--- config.mk ---
export PLATFORM = sky130hd
export DESIGN_NAME = elastic_config_loader
export DESIGN_NICKNAME = d
export VERILOG_FILES = /design/src/rtl/elastic_config_loader.sv
export SDC_FILE = /design/constraint.sdc
export NUM_CORES = 1
export LEC_CHECK = 0
export BUFFER_PORTS_ARGS = -buffer_cell sky130_fd_sc_hd__buf_2
export CAP_MARGIN = 25
export CORE_ASPECT_RATIO = 2
export CORE_UTILIZATION = 45
export CTS_BUF_LIST = sky130_fd_sc_hd__clkbuf_8
export DETAILED_ROUTE_END_ITERATION = 12
export PLACE_DENSITY = 0.75
export SLEW_MARGIN = 25
export SYNTH_ARGS = -nofsm -noshare
export SYNTH_HDL_FRONTEND = slang
export SYNTH_SLANG_ARGS = --single-unit
export TNS_END_PERCENT = 50
--- constraint.sdc ---
create_clock -name clk -period 3.7 [get_ports clk]
set_input_delay 0.37 -clock clk [delete_from_list [all_inputs] [get_ports clk]]
set_output_delay 0.37 -clock clk [all_outputs]
set_load 0.05 [all_outputs]
--- src/rtl/elastic_config_loader.sv ---
// Config-load initiator: streams context entries into one PE's config memory
// at indices 0..max_id, then pulses start_exec and holds the max id for the run.
module elastic_config_loader #(
    parameter int unsigned CONTEXT_SIZE               = 8,
    parameter int unsigned CONTEXT_SIZE_BIT_LENGTH    = 3,
    parameter int unsigned NEIGHBOR_PE_NUM            = 4,
    parameter int unsigned NEIGHBOR_PE_NUM_BIT_LENGTH = 2,
    parameter int unsigned OPERATION_BIT_LENGTH       = 4,
    parameter int unsigned DATA_WIDTH                 = 32
) (
    input  logic                                  clk,
    input  logic                                  reset_n,
    input  logic                                  load_start,
    input  logic [CONTEXT_SIZE_BIT_LENGTH-1:0]    load_max_id,
    input  logic                                  abort,
    input  logic                                  in_valid,
    output logic                                  in_stop,
    input  logic [NEIGHBOR_PE_NUM_BIT_LENGTH-1:0] in_input_PE_index_1,
    input  logic [NEIGHBOR_PE_NUM_BIT_LENGTH-1:0] in_input_PE_index_2,
    input  logic [NEIGHBOR_PE_NUM-1:0]            in_output_PE_index,
    input  logic [OPERATION_BIT_LENGTH-1:0]       in_op,
    input  logic [DATA_WIDTH-1:0]                 in_const_data,
    input  logic                                  in_last,
    output logic [NEIGHBOR_PE_NUM_BIT_LENGTH-1:0] config_input_PE_index_1,
    output logic [NEIGHBOR_PE_NUM_BIT_LENGTH-1:0] config_input_PE_index_2,
    output logic [NEIGHBOR_PE_NUM-1:0]            config_output_PE_index,
    output logic [OPERATION_BIT_LENGTH-1:0]       config_op,
    output logic [DATA_WIDTH-1:0]                 config_const_data,
    output logic                                  write_config_data,
    output logic [CONTEXT_SIZE_BIT_LENGTH-1:0]    config_index,
    output logic                                  start_exec,
    output logic [CONTEXT_SIZE_BIT_LENGTH-1:0]    mapping_context_max_id,
    output logic                                  busy,
    output logic                                  running,
    output logic                                  load_error
);

    // The index field must be able to address every context.
    if (CONTEXT_SIZE > (1 << CONTEXT_SIZE_BIT_LENGTH)) begin : g_bad_size
        $error("CONTEXT_SIZE does not fit in CONTEXT_SIZE_BIT_LENGTH bits");
    end

    typedef enum logic [1:0] {StIdle, StLoad, StStart, StRun} state_e;

    state_e                                state_q, state_d;
    logic [CONTEXT_SIZE_BIT_LENGTH-1:0]    cnt_q, cnt_d;
    logic [CONTEXT_SIZE_BIT_LENGTH-1:0]    max_id_q, max_id_d;
    logic                                  err_q, err_d;
    logic                                  write_q, write_d;
    logic                                  start_q, start_d;
    logic [CONTEXT_SIZE_BIT_LENGTH-1:0]    idx_q, idx_d;
    logic [NEIGHBOR_PE_NUM_BIT_LENGTH-1:0] in1_q, in1_d, in2_q, in2_d;
    logic [NEIGHBOR_PE_NUM-1:0]            out_q, out_d;
    logic [OPERATION_BIT_LENGTH-1:0]       op_q, op_d;
    logic [DATA_WIDTH-1:0]                 cd_q, cd_d;

    // Next-state: sequencing, entry capture and length checking.
    always_comb begin
        state_d  = state_q;
        cnt_d    = cnt_q;
        max_id_d = max_id_q;
        err_d    = err_q;
        write_d  = 1'b0;
        start_d  = 1'b0;
        idx_d    = idx_q;
        in1_d    = in1_q;
        in2_d    = in2_q;
        out_d    = out_q;
        op_d     = op_q;
        cd_d     = cd_q;
        if (abort) begin
            // Any coincident transfer or load_start is dropped.
            state_d = StIdle;
        end else begin
            unique case (state_q)
                StIdle, StRun: begin
                    if (load_start) begin
                        max_id_d = load_max_id;
                        cnt_d    = '0;
                        err_d    = 1'b0;
                        state_d  = StLoad;
                    end
                end
                StLoad: begin
                    // in_stop is low throughout LOAD, so in_valid alone is a transfer.
                    if (in_valid) begin
                        write_d = 1'b1;
                        idx_d   = cnt_q;
                        in1_d   = in_input_PE_index_1;
                        in2_d   = in_input_PE_index_2;
                        out_d   = in_output_PE_index;
                        op_d    = in_op;
                        cd_d    = in_const_data;
                        cnt_d   = cnt_q + 1'b1;
                        if (in_last && (cnt_q == max_id_q)) begin
                            state_d = StStart;
                        end else if (in_last || (cnt_q == max_id_q)) begin
                            // Stream length disagrees with max_id; written entries stay.
                            err_d   = 1'b1;
                            state_d = StIdle;
                        end
                    end
                end
                StStart: begin
                    start_d = 1'b1;
                    state_d = StRun;
                end
                default: state_d = StIdle;
            endcase
        end
    end

    // State and registered outputs, synchronous active-low reset.
    always_ff @(posedge clk) begin
        if (!reset_n) begin
            state_q  <= StIdle;
            cnt_q    <= '0;
            max_id_q <= '0;
            err_q    <= 1'b0;
            write_q  <= 1'b0;
            start_q  <= 1'b0;
            idx_q    <= '0;
            in1_q    <= '0;
            in2_q    <= '0;
            out_q    <= '0;
            op_q     <= '0;
            cd_q     <= '0;
        end else begin
            state_q  <= state_d;
            cnt_q    <= cnt_d;
            max_id_q <= max_id_d;
            err_q    <= err_d;
            write_q  <= write_d;
            start_q  <= start_d;
            idx_q    <= idx_d;
            in1_q    <= in1_d;
            in2_q    <= in2_d;
            out_q    <= out_d;
            op_q     <= op_d;
            cd_q     <= cd_d;
        end
    end

    // Outputs decoded from the state register or driven straight from flops.
    always_comb begin
        in_stop                 = (state_q != StLoad);
        busy                    = (state_q == StLoad) || (state_q == StStart);
        running                 = (state_q == StRun);
        write_config_data       = write_q;
        start_exec              = start_q;
        config_index            = idx_q;
        config_input_PE_index_1 = in1_q;
        config_input_PE_index_2 = in2_q;
        config_output_PE_index  = out_q;
        config_op               = op_q;
        config_const_data       = cd_q;
        mapping_context_max_id  = max_id_q;
        load_error              = err_q;
    end

endmodule

==> results.json <==
{
  "grt_use_total_pct": 19.91,
  "yosysSeqAreaShare_pct": 48.61,
  "drt-total-wl_um": 5262,
  "grt_max_degree": 57,
  "grt_pass1_vias": 1930,
  "layout-area-overhead-vs-synth_pct": 30.80,
  "cts_resized": 0,
  "cts_hold_buf": 0,
  "yosys.area.top_type": "dfxtp_1",
  "p_sw_w": 0.0003352,
  "coreArea_um2": 5139,
  "synth-seq-cells": 58,
  "drtPass1Iterations": 5,
  "start_util_pct": 46.48,
  "synthDistinctLibCells": 35,
  "hpwl_um": 3705,
  "maxSlewViolCount": 0,
  "syn_nets": 332,
  "maxSlewHeadroom_pct": 49.04,
  "dp_cells": 424,
  "io_buffer_count": 108,
  "synth-edff-count": 0,
  "ys_warn_count": 0,
  "hold_class": "input port to flop",
  "syn_inst": 274,
  "worstSetupEndpointType": "output pin",
  "yosys.area.top_type_share_pct": 48.61,
  "vias": 2162,
  "diodes": 0,
  "skew_ns": 0.004097,
  "clkSinkCount": 58,
  "drc": 0,
  "synth-main-ff-cell": "dfxtp_1",
  "max_clock_freq_mhz": 544.6,
  "routedWlPerCell_um": 11.93,
  "drive_gt1_share_pct": 33.16,
  "synth_area_um2": 2389,
  "hold_viol_final": 0,
  "postCtsSetupBuffers": 0,
  "async_flop_share_pct": 0,
  "grt_overflow": 0,
  "finalSetupViolCount": 0,
  "worstMarginPinSlew_ns": 0.7645,
  "internal_power_w": 0.001033,
  "reg2reg_slack_ns": 1.93,
  "ir_drop_mv": 0.3598,
  "instances_no_fill": 441,
  "io_pins": 109,
  "critPathLaunchType": "flop",
  "critPathArrivalTime_ns": 1.47,
  "htree_levels": 3,
  "finalCritPeriodShare_pct": 49.63,
  "drt_iter0_drc": 46,
  "swShare_pct": 24.49,
  "die_w_um": 53.52,
  "endpoint": "in_stop",
  "clkPwrFrac_pct": 41.5,
  "num-fill-cells": 523,
  "grt_pass1_wl_um": 8004,
  "status": "finished, final reports clean",
  "p_per_area_nw_per_um2": 438.1,
  "clk_latency_ns": 0.33,
  "fin_util_pct": 60.80,
  "ant_nets": 0,
  "synth_most_common_cell": "nand2_1",
  "required_ns": 3.33,
  "syn_avg_cell_area_um2": 8.717,
  "p_comb_share_pct": 11.4,
  "die_area_um2": 5621,
  "synth_top_cells_by_count": "nand2_1, dfxtp_1, a21boi_0",
  "p_leak_nw": 1.434,
  "cts-root-buf": "clkbuf_8",
  "numCtsBuffers": 9,
  "tns_ns": 0,
  "place_congestion": 0.7893,
  "ys_top_cells_by_area": "dfxtp_1, nand2_1, a21boi_0, a21boi_1, ha_1",
  "reg2reg_depth": 6,
  "rsz0062_at_grt": "false",
  "hold_start": "in_op[2]",
  "fin_crit_ns": 1.836,
  "r2r-end": "config_output_PE_index[2]",
  "viasPerCell": 4.902,
  "path_max_fanout": 9,
  "p_seq_share_pct": 47.1,
  "finish.net_count": 436,
  "chipHeight_um": 105.0,
  "cts.reportedPaths.clkPinSlew_ns": 0.06,
  "path_class": "flop to output pin",
  "rr_startpoint": "state_q[0]",
  "antenna_found_initial": 0,
  "drv_cap": 0,
  "p_total_w": 0.001369,
  "cts_buffer_depth": 2,
  "rows": 37,
  "worstSetupStartpoint": "state_q[1]",
  "cts_tree": "built"
}
power groups by stage:
stage | combinational [W] | clock [W] | sequential [W]
detailed placement | 0.000156 | 0 | 0.000658
floorplan | 0.0000679 | 0 | 0.000696
global placement | 0.000155 | 0 | 0.000658
CTS | 0.000156 | 0.000588 | 0.000644
finish | 0.000156 | 0.000568 | 0.000644
global route | 0.000168 | 0.000616 | 0.000645
cell usage in the layout, fill, tap and decap left out, drive strengths merged:
cell / synthesis / final
mux2i: 3 / 3
or3: 1 / 1
a21o: 1 / 1
o41ai: 1 / 1
nand4b: 1 / 1
and2: 1 / 1
a211oi: 2 / 2
clkbuf: 6 / 11
or2: 1 / 1
o22ai: 1 / 1
a31oi: 1 / 1
o21ai: 2 / 2
a21boi: 51 / 51
nand3b: 1 / 1
a21oi: 1 / 1
dfxtp: 58 / 58
nand2: 98 / 98
and3: 2 / 2
xnor2: 2 / 2
nor2b: 4 / 4
clkinv: 0 / 1
nand2b: 2 / 2
nand3: 3 / 3
buf: 11 / 110
xor2: 2 / 2
ha: 5 / 5
inv: 6 / 9
nor3b: 1 / 1
a2111o: 1 / 1
bufinv: 0 / 1
nor2: 5 / 5
through the flow:
stage / hold slack, ns / area [um2] / setup WS (ns)
after floorplan: 0.4700 / 2389 / 2.152
after global placement: 0.4383 / 2899 / 1.713
after detailed placement: 0.4433 / 2899 / 1.626
after CTS: 0.2516 / 3097 / 1.616
after global routing: 0.2620 / 3124 / 1.737
final: 0.2746 / 3124 / 1.864
area by class of cell:
type / count / area (um2) / area share, %
clock buffer: 11 / 151.4 / 4.846
tap: 58 / 72.57 / 2.323
sequential: 58 / 1161 / 37.16
clock inverter: 5 / 46.29 / 1.482
timing repair buffer: 110 / 575.6 / 18.42
inverter: 6 / 22.52 / 0.7209
multi-input combinational: 193 / 1095 / 35.04
logic make-up after synthesis:
| kind of cell | Yosys count | share of synthesized area, % |
|---|---|---|
| flops | 58 | 48.61 |
| fa+ha+maj | 5 | 2.619 |
| simple gates | 120 | 21.32 |
| mux | 3 | 1.257 |
| xor+xnor | 4 | 1.467 |
| compound gates | 61 | 18.96 |
| buf+inv | 23 | 5.762 |
how the worst min path moves through the flow:
stage | slack, ns | cells after the start | end
after floorplan | 0.47 | 2 | config_index[2]
after global placement | 0.44 | 2 | config_input_PE_index_1[1]
after detailed placement | 0.44 | 2 | config_const_data[31]
after CTS | 0.25 | 3 | config_const_data[3]
after global routing | 0.26 | 3 | config_output_PE_index[1]
final | 0.27 | 3 | config_op[2]
critical path, stage by stage, from the launching register on:
cell,delay [ns]
dfxtp_1,0.35
inv_1,0.08
ha_1,0.29
inv_1,0.14
buf_2,0.28
sequential cells by signal, indices dropped and copies added, names as in the netlist:
signal                   count
mapping_context_max_id       3
state_q                      2
config_op                    4
start_exec                   1
load_error                   1
config_input_PE_index_2      2
config_index                 3
config_output_PE_index       4
cnt_q                        3
config_input_PE_index_1      2
write_config_data            1
config_const_data           32
metal layers:
metal	track usage (%)	up-vias	share of wire [%]	wire, um
li1	-	1098	-	-
met1	18.14	990	38	2003
met2	35.18	63	55	2884
met3	6.114	11	4.5	239
met4	12.59	0	2.6	136
met5	0	-	0	0
Note: power is estimated with default switching activity, not from simulation.
